File: src/rtl/spc_pkg.sv
// Shared definitions for the spc1 configuration loader: device word width,
// loader state codes and the default strobe length.
package spc_pkg;

    localparam int SPC1_WORD_W        = 11;
    localparam int DEFAULT_STROBE_LEN = 2;

    typedef enum logic [1:0] {
        ST_IDLE     = 2'd0,
        ST_SHIFT_LO = 2'd1,
        ST_SHIFT_HI = 2'd2,
        ST_STROBE   = 2'd3
    } spc_state_t;

endpackage

File: src/rtl/spc_piso.sv
// Parallel-in/serial-out shadow register: captures the whole configuration
// word on load and presents it LSB-first, shifting right on each shift enable.
module spc_piso #(
    parameter int W = 11
) (
    input  logic         Clk,
    input  logic         Resetn,
    input  logic         load,
    input  logic         shift,
    input  logic [W-1:0] din,
    output logic         dout
);

    logic [W-1:0] shadow_reg;
    logic [W-1:0] shift_next;

    generate
        for (genvar gi = 0; gi < W; gi++) begin : g_bit
            if (gi == W - 1) begin : g_top
                assign shift_next[gi] = 1'b0;
            end else begin : g_low
                assign shift_next[gi] = shadow_reg[gi+1];
            end
        end
    endgenerate

    always_ff @(posedge Clk or negedge Resetn) begin
        if (!Resetn) begin
            shadow_reg <= '0;
        end else if (load) begin
            shadow_reg <= din;
        end else if (shift) begin
            shadow_reg <= shift_next;
        end
    end

    assign dout = shadow_reg[0];

endmodule

File: src/rtl/spc_cfg_loader.sv
// Serialises a configuration word onto an spc1 daisy chain with a generated
// shift clock, then strobes the chain so every device latches its word.
module spc_cfg_loader
    import spc_pkg::*;
#(
    parameter int WORD_W     = SPC1_WORD_W,
    parameter int N_CHAIN    = 1,
    parameter int STROBE_LEN = DEFAULT_STROBE_LEN
) (
    input  logic                        Clk,
    input  logic                        Resetn,
    input  logic                        Start,
    input  logic [WORD_W*N_CHAIN-1:0]   Word,
    input  logic                        Abort,
    output logic                        Busy,
    output logic                        Done,
    output logic                        Sclk,
    output logic                        Cfg_out,
    output logic                        Strobe
);

    localparam int TOTAL = WORD_W * N_CHAIN;
    localparam int CNT_W = $clog2(TOTAL + 1);
    localparam logic [CNT_W-1:0] LAST_BIT = CNT_W'(TOTAL - 1);

    spc_state_t       state_reg;
    logic [CNT_W-1:0] bit_cnt_reg;
    logic [3:0]       strobe_cnt_reg;
    logic             piso_load;
    logic             piso_shift;
    logic             piso_bit;
    logic             strobe_last;

    assign strobe_last = (strobe_cnt_reg == 4'd0);

    // A new load may be captured either from IDLE or on the final strobe edge,
    // which is what lets a held Start run loads back to back.
    assign piso_load  = Start && ((state_reg == ST_IDLE) ||
                        (state_reg == ST_STROBE && strobe_last && !Abort));
    // The shadow advances on the Sclk rising edge, so the next bit is ready
    // to be registered onto Cfg_out when Sclk falls.
    assign piso_shift = (state_reg == ST_SHIFT_HI) && !Abort;

    spc_piso #(.W(TOTAL)) u_piso (
        .Clk    (Clk),
        .Resetn (Resetn),
        .load   (piso_load),
        .shift  (piso_shift),
        .din    (Word),
        .dout   (piso_bit)
    );

    always_ff @(posedge Clk or negedge Resetn) begin
        if (!Resetn) begin
            state_reg      <= ST_IDLE;
            bit_cnt_reg    <= '0;
            strobe_cnt_reg <= '0;
            Busy           <= 1'b0;
            Done           <= 1'b0;
            Sclk           <= 1'b0;
            Cfg_out        <= 1'b0;
            Strobe         <= 1'b0;
        end else begin
            Done <= 1'b0;
            if (state_reg != ST_IDLE && Abort) begin
                Sclk      <= 1'b0;
                Strobe    <= 1'b0;
                Cfg_out   <= 1'b0;
                Busy      <= 1'b0;
                state_reg <= ST_IDLE;
            end else begin
                case (state_reg)
                    ST_IDLE: begin
                        if (Start) begin
                            Cfg_out     <= Word[0];
                            bit_cnt_reg <= '0;
                            Busy        <= 1'b1;
                            state_reg   <= ST_SHIFT_HI;
                        end
                    end
                    ST_SHIFT_HI: begin
                        Sclk      <= 1'b1;
                        state_reg <= ST_SHIFT_LO;
                    end
                    ST_SHIFT_LO: begin
                        Sclk <= 1'b0;
                        if (bit_cnt_reg == LAST_BIT) begin
                            Strobe         <= 1'b1;
                            strobe_cnt_reg <= 4'(STROBE_LEN - 1);
                            state_reg      <= ST_STROBE;
                        end else begin
                            bit_cnt_reg <= bit_cnt_reg + 1'b1;
                            Cfg_out     <= piso_bit;
                            state_reg   <= ST_SHIFT_HI;
                        end
                    end
                    ST_STROBE: begin
                        if (strobe_last) begin
                            Strobe <= 1'b0;
                            Done   <= 1'b1;
                            if (Start) begin
                                Cfg_out     <= Word[0];
                                bit_cnt_reg <= '0;
                                state_reg   <= ST_SHIFT_HI;
                            end else begin
                                Busy      <= 1'b0;
                                Cfg_out   <= 1'b0;
                                state_reg <= ST_IDLE;
                            end
                        end else begin
                            strobe_cnt_reg <= strobe_cnt_reg - 4'd1;
                        end
                    end
                    default: state_reg <= ST_IDLE;
                endcase
            end
        end
    end

endmodule

File: config.mk
export PLATFORM = sky130hd
export DESIGN_NAME = spc_cfg_loader
export DESIGN_NICKNAME = d
export VERILOG_FILES = /design/src/rtl/spc_pkg.sv /design/src/rtl/spc_piso.sv /design/src/rtl/spc_cfg_loader.sv
export SDC_FILE = /design/constraint.sdc
export NUM_CORES = 1
export LEC_CHECK = 0
export BUFFER_PORTS_ARGS = -buffer_cell sky130_fd_sc_hd__buf_2
export CELL_PAD_IN_SITES_DETAIL_PLACEMENT = 0
export CELL_PAD_IN_SITES_GLOBAL_PLACEMENT = 1
export CORE_ASPECT_RATIO = 1.25
export CORE_UTILIZATION = 25
export DETAILED_ROUTE_END_ITERATION = 10
export GPL_TIMING_DRIVEN = 0
export PLACE_DENSITY_LB_ADDON = 0.2
export SLEW_MARGIN = 20
export SYNTH_ARGS = -nofsm -noshare
export SYNTH_HDL_FRONTEND = slang
export SYNTH_SLANG_ARGS = --single-unit
export TNS_END_PERCENT = 50
File: constraint.sdc
create_clock -name Clk -period 2.1 [get_ports Clk]
set_input_delay 0.42 -clock Clk [delete_from_list [all_inputs] [get_ports Clk]]
set_output_delay 0.42 -clock Clk [all_outputs]
set_load 0.03 [all_outputs]
Word level (Yosys, flattened, before mapping)
Cells that the tools add are included.
W data, S select, Z words.

cells by class
  reductions and logical operators = 23
  eq/ne operators = 13
  bitwise gates (word level) = 1
  muxes and demuxes = 35
  add/subtract/negate cells = 2

operators by type and width
  cell                   number
  $mux W11               2
  $mux W4                5
  $mux W1                17
  $reduce_and A4 Y1      4
  $pmux W4 S3            1
  $reduce_bool A3 Y1     4
  $ne A3 B2 Y1 const B   3
  $mux W2                4
  $ne A2 B2 Y1 const B   4
  $pmux W2 S4            1
  $pmux W4 S2            1
  $ne A3 B3 Y1 const B   2
  $pmux W1 S2            3
  $reduce_bool A2 Y1     3
  $logic_and A1 B1 Y1    5
  $add A4 B1 Y4 const B  1
  $eq A2 B2 Y1 const B   2
  $eq A4 B4 Y1 const B   1
  $logic_not A4 Y1       1
  $reduce_bool A4 Y1     1
  $sub A4 B1 Y4 const B  1
  $pmux W1 S3            1
  $reduce_and A3 Y1      1
  $eq A2 B1 Y1 const B   1
  5 further kinds        5

word-level totals
  input port bits = 15
  word-level logic and storage cells = 83
  bits in registers = 26
  output and inout port bits = 5

Longest topological paths before layout
Gate-level depths: netlist of the first run.

  depth in word-level cells = 6
  depth in mapped cells = 7
  depth with buffers taken out = 6

By module
From an unflattened synthesis of the first run, not the netlist that was laid out.

second synthesis, totals
  cells, all modules = 154
  area, all modules = 1534.0 µm²

by module, submodules not included
  module          times used  cells an instance  area each (µm²)  seq. area each (µm²)
  spc_cfg_loader  1           107                1034.7           375.4
  spc_piso        1           47                 499.2            275.3

Least setup slack after synthesis of the first run
Ideal clock, no wire load.

  path kind = reg-to-reg
  from = register state_reg[0]
  to = register u_piso.shadow_reg[7]
  setup slack = 0.141 ns
  data required time = 1.972 ns
  clock period less this slack = 1.959 ns
  library setup time = 0.128 ns
  data arrival time = 1.831 ns
  cell stages (with the launch flop) = 7
  cells stage by stage = dfrtp_1 inv_1 ha_1 nor2b_1 buf_1 mux2_1 mux2_1

on the way
  cells in the longest elaborated chain, start to end = 6
  elaborated cells between the ends (all ways) = 10
  those cells by class = eq/ne (2); mux (1); reduce/logical (7)

RTL lines
  element                                                RTL line              source
  start, declared                                        spc_cfg_loader.sv:26  spc_state_t state_reg;
  start signal, assigned                                 spc_cfg_loader.sv:55  state_reg <= ST_IDLE;
  start signal, assigned                                 spc_cfg_loader.sv:70  state_reg <= ST_IDLE;
  start signal, assigned                                 spc_cfg_loader.sv:78  state_reg <= ST_SHIFT_HI;
  $eq A2 B2 Y1                                           spc_cfg_loader.sv:39  (state_reg == ST_STROBE && strobe_last && !Abort));
  $logic_and A1 B1 Y1 (2 in a row)                       spc_cfg_loader.sv:39
  $logic_or A1 B1 Y1                                     spc_cfg_loader.sv:38  assign piso_load = Start && ((state_reg == ST_IDLE) ||
  $logic_and A1 B1 Y1                                    spc_cfg_loader.sv:38
  $mux W11 / $reduce_bool A2 Y1 (equally long branches)  n/a
  end signal, assigned                                   spc_piso.sv:31        shadow_reg <= din;
  end signal, assigned                                   spc_piso.sv:33        shadow_reg <= shift_next;
  end, declared                                          spc_piso.sv:14        logic [W-1:0] shadow_reg;

Several ways; a longest one is shown, not always the timed one.
A chain may end at the register's enable or synchronous reset.

Worst setup path in the final report of the first run
  from = register strobe_cnt_reg[0]
  to = register bit_cnt_reg[3]

on the way
  cells in the longest elaborated chain, start to end = 3

RTL lines
  element                      RTL line               source
  start, declared              spc_cfg_loader.sv:28   logic [3:0] strobe_cnt_reg;
  start signal, assigned       spc_cfg_loader.sv:89   strobe_cnt_reg <= 4'(STROBE_LEN - 1);
  start signal, assigned       spc_cfg_loader.sv:111  strobe_cnt_reg <= strobe_cnt_reg - 4'd1;
  $logic_not A4 Y1             spc_cfg_loader.sv:34   assign strobe_last = (strobe_cnt_reg == 4'd0);
  $ne A2 B2 Y1 (no line)       n/a
  $reduce_and A4 Y1 (no line)  n/a
  end signal, assigned         spc_cfg_loader.sv:92   bit_cnt_reg <= bit_cnt_reg + 1'b1;
  end, declared                spc_cfg_loader.sv:27   logic [CNT_W-1:0] bit_cnt_reg;

No other way between the ends.

==> results of run 1 <==
==> power breakdown <==
part           internal [W]  switching, W  leakage [nW]  total (W)
combinational      0.000585      0.000652         0.445    0.00124
clock              0.000129      0.000161        0.0216   0.000290
sequential         0.000716      0.000157         0.319   0.000873
total               0.00143      0.000971         0.786    0.00240
==> final cells by class <==
| cell class | instances | area, um^2 |
|---|---|---|
| Buffer | 7 | 38.79 |
| Clock buffer | 3 | 41.29 |
| Fill cell | 661 | 4045 |
| Inverter | 10 | 40.04 |
| Multi-Input combinational cell | 109 | 872.1 |
| Sequential cell | 26 | 653.1 |
| Tap cell | 82 | 102.6 |
| Timing Repair Buffer | 20 | 102.6 |
==> cell usage in the layout, fill, tap and decap left out, types with 3 or more instances in the layout <==
master	n
ha_1	5
dfrtp_1	24
inv_1	6
mux2_2	8
o21ai_0	5
o21ai_1	8
nor2b_1	8
o22ai_1	4
clkbuf_8	3
buf_2	20
inv_2	3
clkbuf_1	3
nor2_1	3
nand3_1	3
nand2_1	6
nor3_1	3
a21oi_1	9
or3_1	3
mux2_1	13
buf_4	3
==> cells by family after synthesis <==
logic type	synth area share, %
AND/OR/NAND/NOR	14.26
adder cells (fa/ha/maj)	6.447
AO/OA/AOI/OAI	17.16
multiplexers	15.87
flip-flops	41.90
buffers and inverters	4.350
==> layer usage <==
layer / up-vias / GRT usage (%) / share of wire (%)
met1: 587 / 13.00 / 44
met5: - / 0 / 0
met2: 24 / 20.40 / 52
met3: 2 / 1.794 / 3.4
li1: 602 / - / -
met4: 0 / 3.431 / 0.83
==> worst paths after layout <==
check	from	to	slack, ns	cells past startpoint
max	strobe_cnt_reg[0]	bit_cnt_reg[3]	0.09	7
min	Resetn	u_piso.shadow_reg[9]	0.14	1
max reg2reg	strobe_cnt_reg[0]	bit_cnt_reg[3]	0.09	7
min reg2reg	Cfg_out	Cfg_out	0.50	1
max in group asynchronous	Resetn	state_reg[1]	1.53	1
min in group Clk	Word[7]	u_piso.shadow_reg[7]	0.36	2
==> metrics by stage <==
stage | total power [W] | instances
floorplan | 0.001751 | 152
global placement | 0.002016 | 253
detailed placement | 0.002057 | 253
CTS | 0.002376 | 256
global route | 0.002611 | 257
finish | 0.002400 | 257
==> cell usage after synthesis, types with 2 or more instances <==
cell,number
nor2_1,3
o211ai_1,2
o22ai_1,4
mux2_2,8
a21oi_1,9
dfrtp_1,26
o221ai_1,2
a22o_1,2
a21o_1,2
or3_1,3
buf_2,3
nor2b_1,8
o21ai_1,7
ha_1,8
nand2b_1,3
mux2_1,13
inv_1,9
nor3_1,3
clkbuf_1,3
o21ai_0,6
nand3_1,3
nand2_1,6
==> worst max-delay path: cells and delay by family (launching register included) <==
kind | cells | cell delay [ns]
AND/OR/NAND/NOR | 2 | 0.61
adder cells (fa/ha/maj) | 1 | 0.14
AO/OA/AOI/OAI | 2 | 0.47
flip-flops | 1 | 0.41
buffers and inverters | 2 | 0.27
==> repair_timing <==
item | CTS | global route
pin swaps | 0 | 2
setup buffers | 0 | 1
gates resized for setup | 6 | 13
setup endpoints to repair | 13 | 17
==> impl_metrics.yaml, run 1 <==
outcome:
  outcome: "complete, no violations"
yosys:
  synth_top_area_share_pct: 41.90
  synthCells: 152
  synthTopCellsByArea: "dfrtp_1, mux2_1, ha_1"
  synth_area_per_cell_um2: 10.22
  synthDistinctLibCells: 41
  syn-cell-area_um2: 1553
  synth_edf_count: 0
  synth_top_area_cell: "dfrtp_1"
  ys.flop_type: "dfrtp_1"
  ys_ff_latch: 26
  ys_warn_count: 0
  ys_seq_area_share_pct: 41.90
  synth_fp_nets: 175
  async_flop_share_pct: 100.0
min_path:
  hold_path_class: "in2async"
route:
  avgViaCountPerCell: 4.728
  drt_pass1_iterations: 4
  drt-total-wl_mm: 3.480
  wl_per_cell_um: 13.54
  drt_iter0_drc: 27
  drc: 0
  ant_nets: 0
  via_count: 1215
timing:
  worst_slack_ns: 0.08593
  fin_tns_setup_ns: 0
  maxSlewViolCount: 0
  hold_viol_final: 0
  worstMarginPinSlew_ns: 0.5937
  rsz0062_at_grt: "no"
  relSlewSlack_pct: 60.42
  timing.final.crit_period_ns: 2.014
  whs_ns: 0.1436
  fin_crit_sh_pct: 95.91
  fmax_mhz: 496.5
  skew_ns: 0.004119
  setup_violations: 0
cts:
  h-tree-depth: 1
  cts_buffer_depth: 2
  cts-root-buf: "clkbuf_8"
  cts_tree: "yes"
  insertion_delay_ns: 0.27
  cts_hold_buffers: 0
  cts_sinks: 26
  numCtsBuffers: 3
  path_clk_slew_ns: 0.09
power_and_ir_drop:
  leakagePower_nw: 0.7856
  power_density_nw_per_um2: 1297
  peakVddDrop_mv: 0.4372
placed_design:
  pre_cts_slack_ns: -0.1616
  io_buffers: 19
  hpwl_mm: 2.645
  gp_congestion: 0.8146
  place_area_um2: 1750
die:
  rows: 31
  die-area_um2: 6532
  die_h_um: 90.11
  fp.dieW_um: 72.49
  core_um2: 5896
  initial_utilization_pct: 26.34
  pin_count: 20
final_layout:
  post-route-util_pct: 31.39
  nets: 200
  drive_above_1_share_pct: 27.43
  syn_to_final_growth_pct: 19.18
  num_antenna_cells: 0
  final_cell_area_um2: 1851
  largest_reg_flops: 11
critical_path:
  cp_slowest_cell: "dfrtp_1"
  start_kind: "flop"
  critPathKind: "reg2reg"
  slowest_delay_ns: 0.41
  crit_chain: "inv_2, ha_4, or3b_1, buf_4, a21o_4, or2_1, a22o_1"
  worstPathArrival_ns: 2.18
  worstPathRequired_ns: 2.27
  crit_path_end_kind: "flop"
  crit_fanout: 9
global_route:
  grt_pass1_wl_mm: 5.844
  grt_max_degree: 27
  grt_antenna_before_repair: 0
  track_usage_pct: 11.19
  grt-ovfl-total: 0
  grt_pass1_vias: 1269
job:
  cap_violations: 0
Power figures use the tool's default switching activity.
==> run 2, diff against run 1 <==
--- a/config.mk
+++ b/config.mk
@@ -5,6 +5,7 @@
 export SDC_FILE = /design/constraint.sdc
 export NUM_CORES = 1
 export LEC_CHECK = 0
+export ABC_AREA = 1
 export BUFFER_PORTS_ARGS = -buffer_cell sky130_fd_sc_hd__buf_2
 export CELL_PAD_IN_SITES_DETAIL_PLACEMENT = 0
 export CELL_PAD_IN_SITES_GLOBAL_PLACEMENT = 1
==> run 2 against run 1 <==
Net effect:
- critical path depth decreased by 1
- core utilization decreased by 1.0 points
- largest power group unchanged
- critical path type unchanged
- combinational power decreased by 6%
- via count increased by 15%
- synthesized area increased by 7.3%
- worst hold slack improved by 0.0085 ns
- non-clock buffer count decreased by 2
- sequential share of layout area decreased by 1.2 points
- die area increased by 7.2%
- clock-buffer cell count unchanged
- sequential power decreased by 8.4%
- critical endpoint unchanged
==> impl_metrics.yaml, run 2 <==
outcome:
  outcome: "complete, no violations"
yosys:
  synthDistinctLibCells: 26
  synthTopCellsByArea: "dfrtp_1, nand2_1, nand3_1"
  synth_area_per_cell_um2: 7.541
  synth_fp_nets: 244
  synth_top_area_cell: "dfrtp_1"
  yosysMostFrequentCell: "nand2_1"
  async_flop_share_pct: 100.0
  synth_commonest_cells: "nand2_1, dfrtp_1, nand3_1, inv_1, nor2_1"
  ys_seq_area_share_pct: 39.04
  syn-cell-area_um2: 1667
  synth_edf_count: 0
  ys_warn_count: 0
  synth_top_area_share_pct: 39.04
  ys.flop_type: "dfrtp_1"
  synthCells: 221
  ys_ff_latch: 26
critical_path:
  slowest_delay_ns: 0.46
  worstPathArrival_ns: 1.87
  path_buf_inv: 1
  r2r_slack_ns: 0.40
  crit_chain: "inv_1, ha_1, o21ai_0, nand4_1, nand2_1, nand2_1"
  crit_fanout: 7
  cp_slowest_cell: "dfrtp_1"
  critPathKind: "reg2reg"
  crit_path_end_kind: "flop"
  crit_family: "flip-flops"
  worstPathRequired_ns: 2.27
  start_kind: "flop"
  cp_common_cell: "nand2_1"
placed_design:
  io_buffers: 19
  place_area_um2: 1868
  gp_congestion: 0.7131
  hpwl_mm: 2.779
  pre_cts_slack_ns: 0.3737
global_route:
  grtUsageMet3_pct: 1.401
  grt_use_met1_pct: 16.35
  grt_antenna_before_repair: 0
  use_met2_pct: 21.10
  top_usage_layer: "met2"
  grt_pass1_wl_mm: 6.706
  grt_max_degree: 27
  track_usage_pct: 12.54
  grt_pass1_vias: 1426
  grt-ovfl-total: 0
final_layout:
  syn_to_final_growth_pct: 14.56
  num_antenna_cells: 0
  final_cell_area_um2: 1909
  final_cell_mix: "nand2_1, dfrtp_1, nand3_1, buf_2, inv_1"
  drive_above_1_share_pct: 18.93
  final_common_cell: "nand2_1"
  post-route-util_pct: 30.37
  nets: 268
  largest_reg_flops: 11
cts:
  cts_buffer_depth: 2
  h-tree-depth: 1
  numCtsBuffers: 3
  cts_hold_buffers: 0
  cts_tree: "yes"
  cts_resized: 0
  path_clk_slew_ns: 0.09
  insertion_delay_ns: 0.27
  postCtsSetupRepairBufs: 0
  cts-root-buf: "clkbuf_8"
  cts_sinks: 26
route:
  drc: 0
  wl_per_cell_um: 11.70
  drt_iter0_drc: 34
  via_count: 1397
  drt_pass1_iterations: 4
  avgViaCountPerCell: 4.259
  ant_nets: 0
  drt-total-wl_mm: 3.836
timing:
  fin_tns_setup_ns: 0
  fin_crit_sh_pct: 80.93
  setup_violations: 0
  rsz0062_at_grt: "no"
  hold_viol_final: 0
  worst_slack_ns: 0.4004
  relSlewSlack_pct: 59.08
  maxSlewViolCount: 0
  timing.final.crit_period_ns: 1.700
  skew_ns: 0.002698
  fmax_mhz: 588.4
  worstMarginPinSlew_ns: 0.6138
power_and_ir_drop:
  peakVddDrop_mv: 0.4439
  power_density_nw_per_um2: 1175
  leakagePower_nw: 0.9947
die:
  die-area_um2: 6999
  rows: 32
  pin_count: 20
  die_h_um: 93.29
  fp.dieW_um: 75.03
  core_um2: 6286
  initial_utilization_pct: 26.51
job:
  cap_violations: 0
min_path:
  hold_path_class: "in2async"
[run 2: worst reg2reg max path, delay by kind of cell (launching register included)]
family / cells / cell delay [ns]
AND/OR/NAND/NOR: 3 / 0.41
flip-flops: 1 / 0.46
AO/OA/AOI/OAI: 1 / 0.25
buffers and inverters: 1 / 0.13
adder cells (fa/ha/maj): 1 / 0.34
[run 2: cells by family (layout without fill, tap and decap cells)]
family          after synthesis  count (layout)  synth area share, %
compound gates               16              16                4.954
buf+inv                      27              49                8.257
simple gates                142             142                40.69
fa+ha+maj                     8               8                6.006
flops                        26              26                39.04
xor+xnor                      2               2                1.051
[run 2: layout make-up]
cell class | count | area (um^2)
timing repair buffer | 19 | 95.09
sequential | 26 | 650.6
buffer | 6 | 53.80
multi-input combinational | 168 | 878.3
clock buffer | 3 | 41.29
fill | 717 | 4377
inverter | 21 | 83.83
tap | 85 | 106.4
[run 2: per-layer routing]
| layer | vias up | share of wire (%) |
|---|---|---|
| li1 | 747 | - |
| met1 | 627 | 50 |
| met2 | 19 | 46 |
| met3 | 4 | 2.8 |
| met4 | 0 | 1.2 |
| met5 | - | 0 |
[run 2: final timing paths]
check	cells past startpoint	to	start
max	6	bit_cnt_reg[3]	state_reg[0]
min	1	u_piso.shadow_reg[9]	Resetn
max reg2reg	6	bit_cnt_reg[3]	state_reg[0]
min reg2reg	2	strobe_cnt_reg[1]	strobe_cnt_reg[1]
max in group asynchronous	1	Busy	Resetn
min in group Clk	3	u_piso.shadow_reg[10]	Word[10]
[run 2: stage by stage]
step	power [W]	hold slack, ns	std cells
2_1_floorplan	0.001699	0.1244	221
3_3_place_gp	0.001991	0.4658	325
3_5_place_dp	0.001988	0.4713	325
4_1_cts	0.002302	0.1796	328
5_1_grt	0.002489	0.2108	328
6_report	0.002244	0.1521	328
[run 2: where the power goes]
group	switching, W	internal [W]	total [W]
combinational	0.000741	0.000415	0.00116
clock	0.000160	0.000129	0.000289
sequential	0.000119	0.000681	0.000800
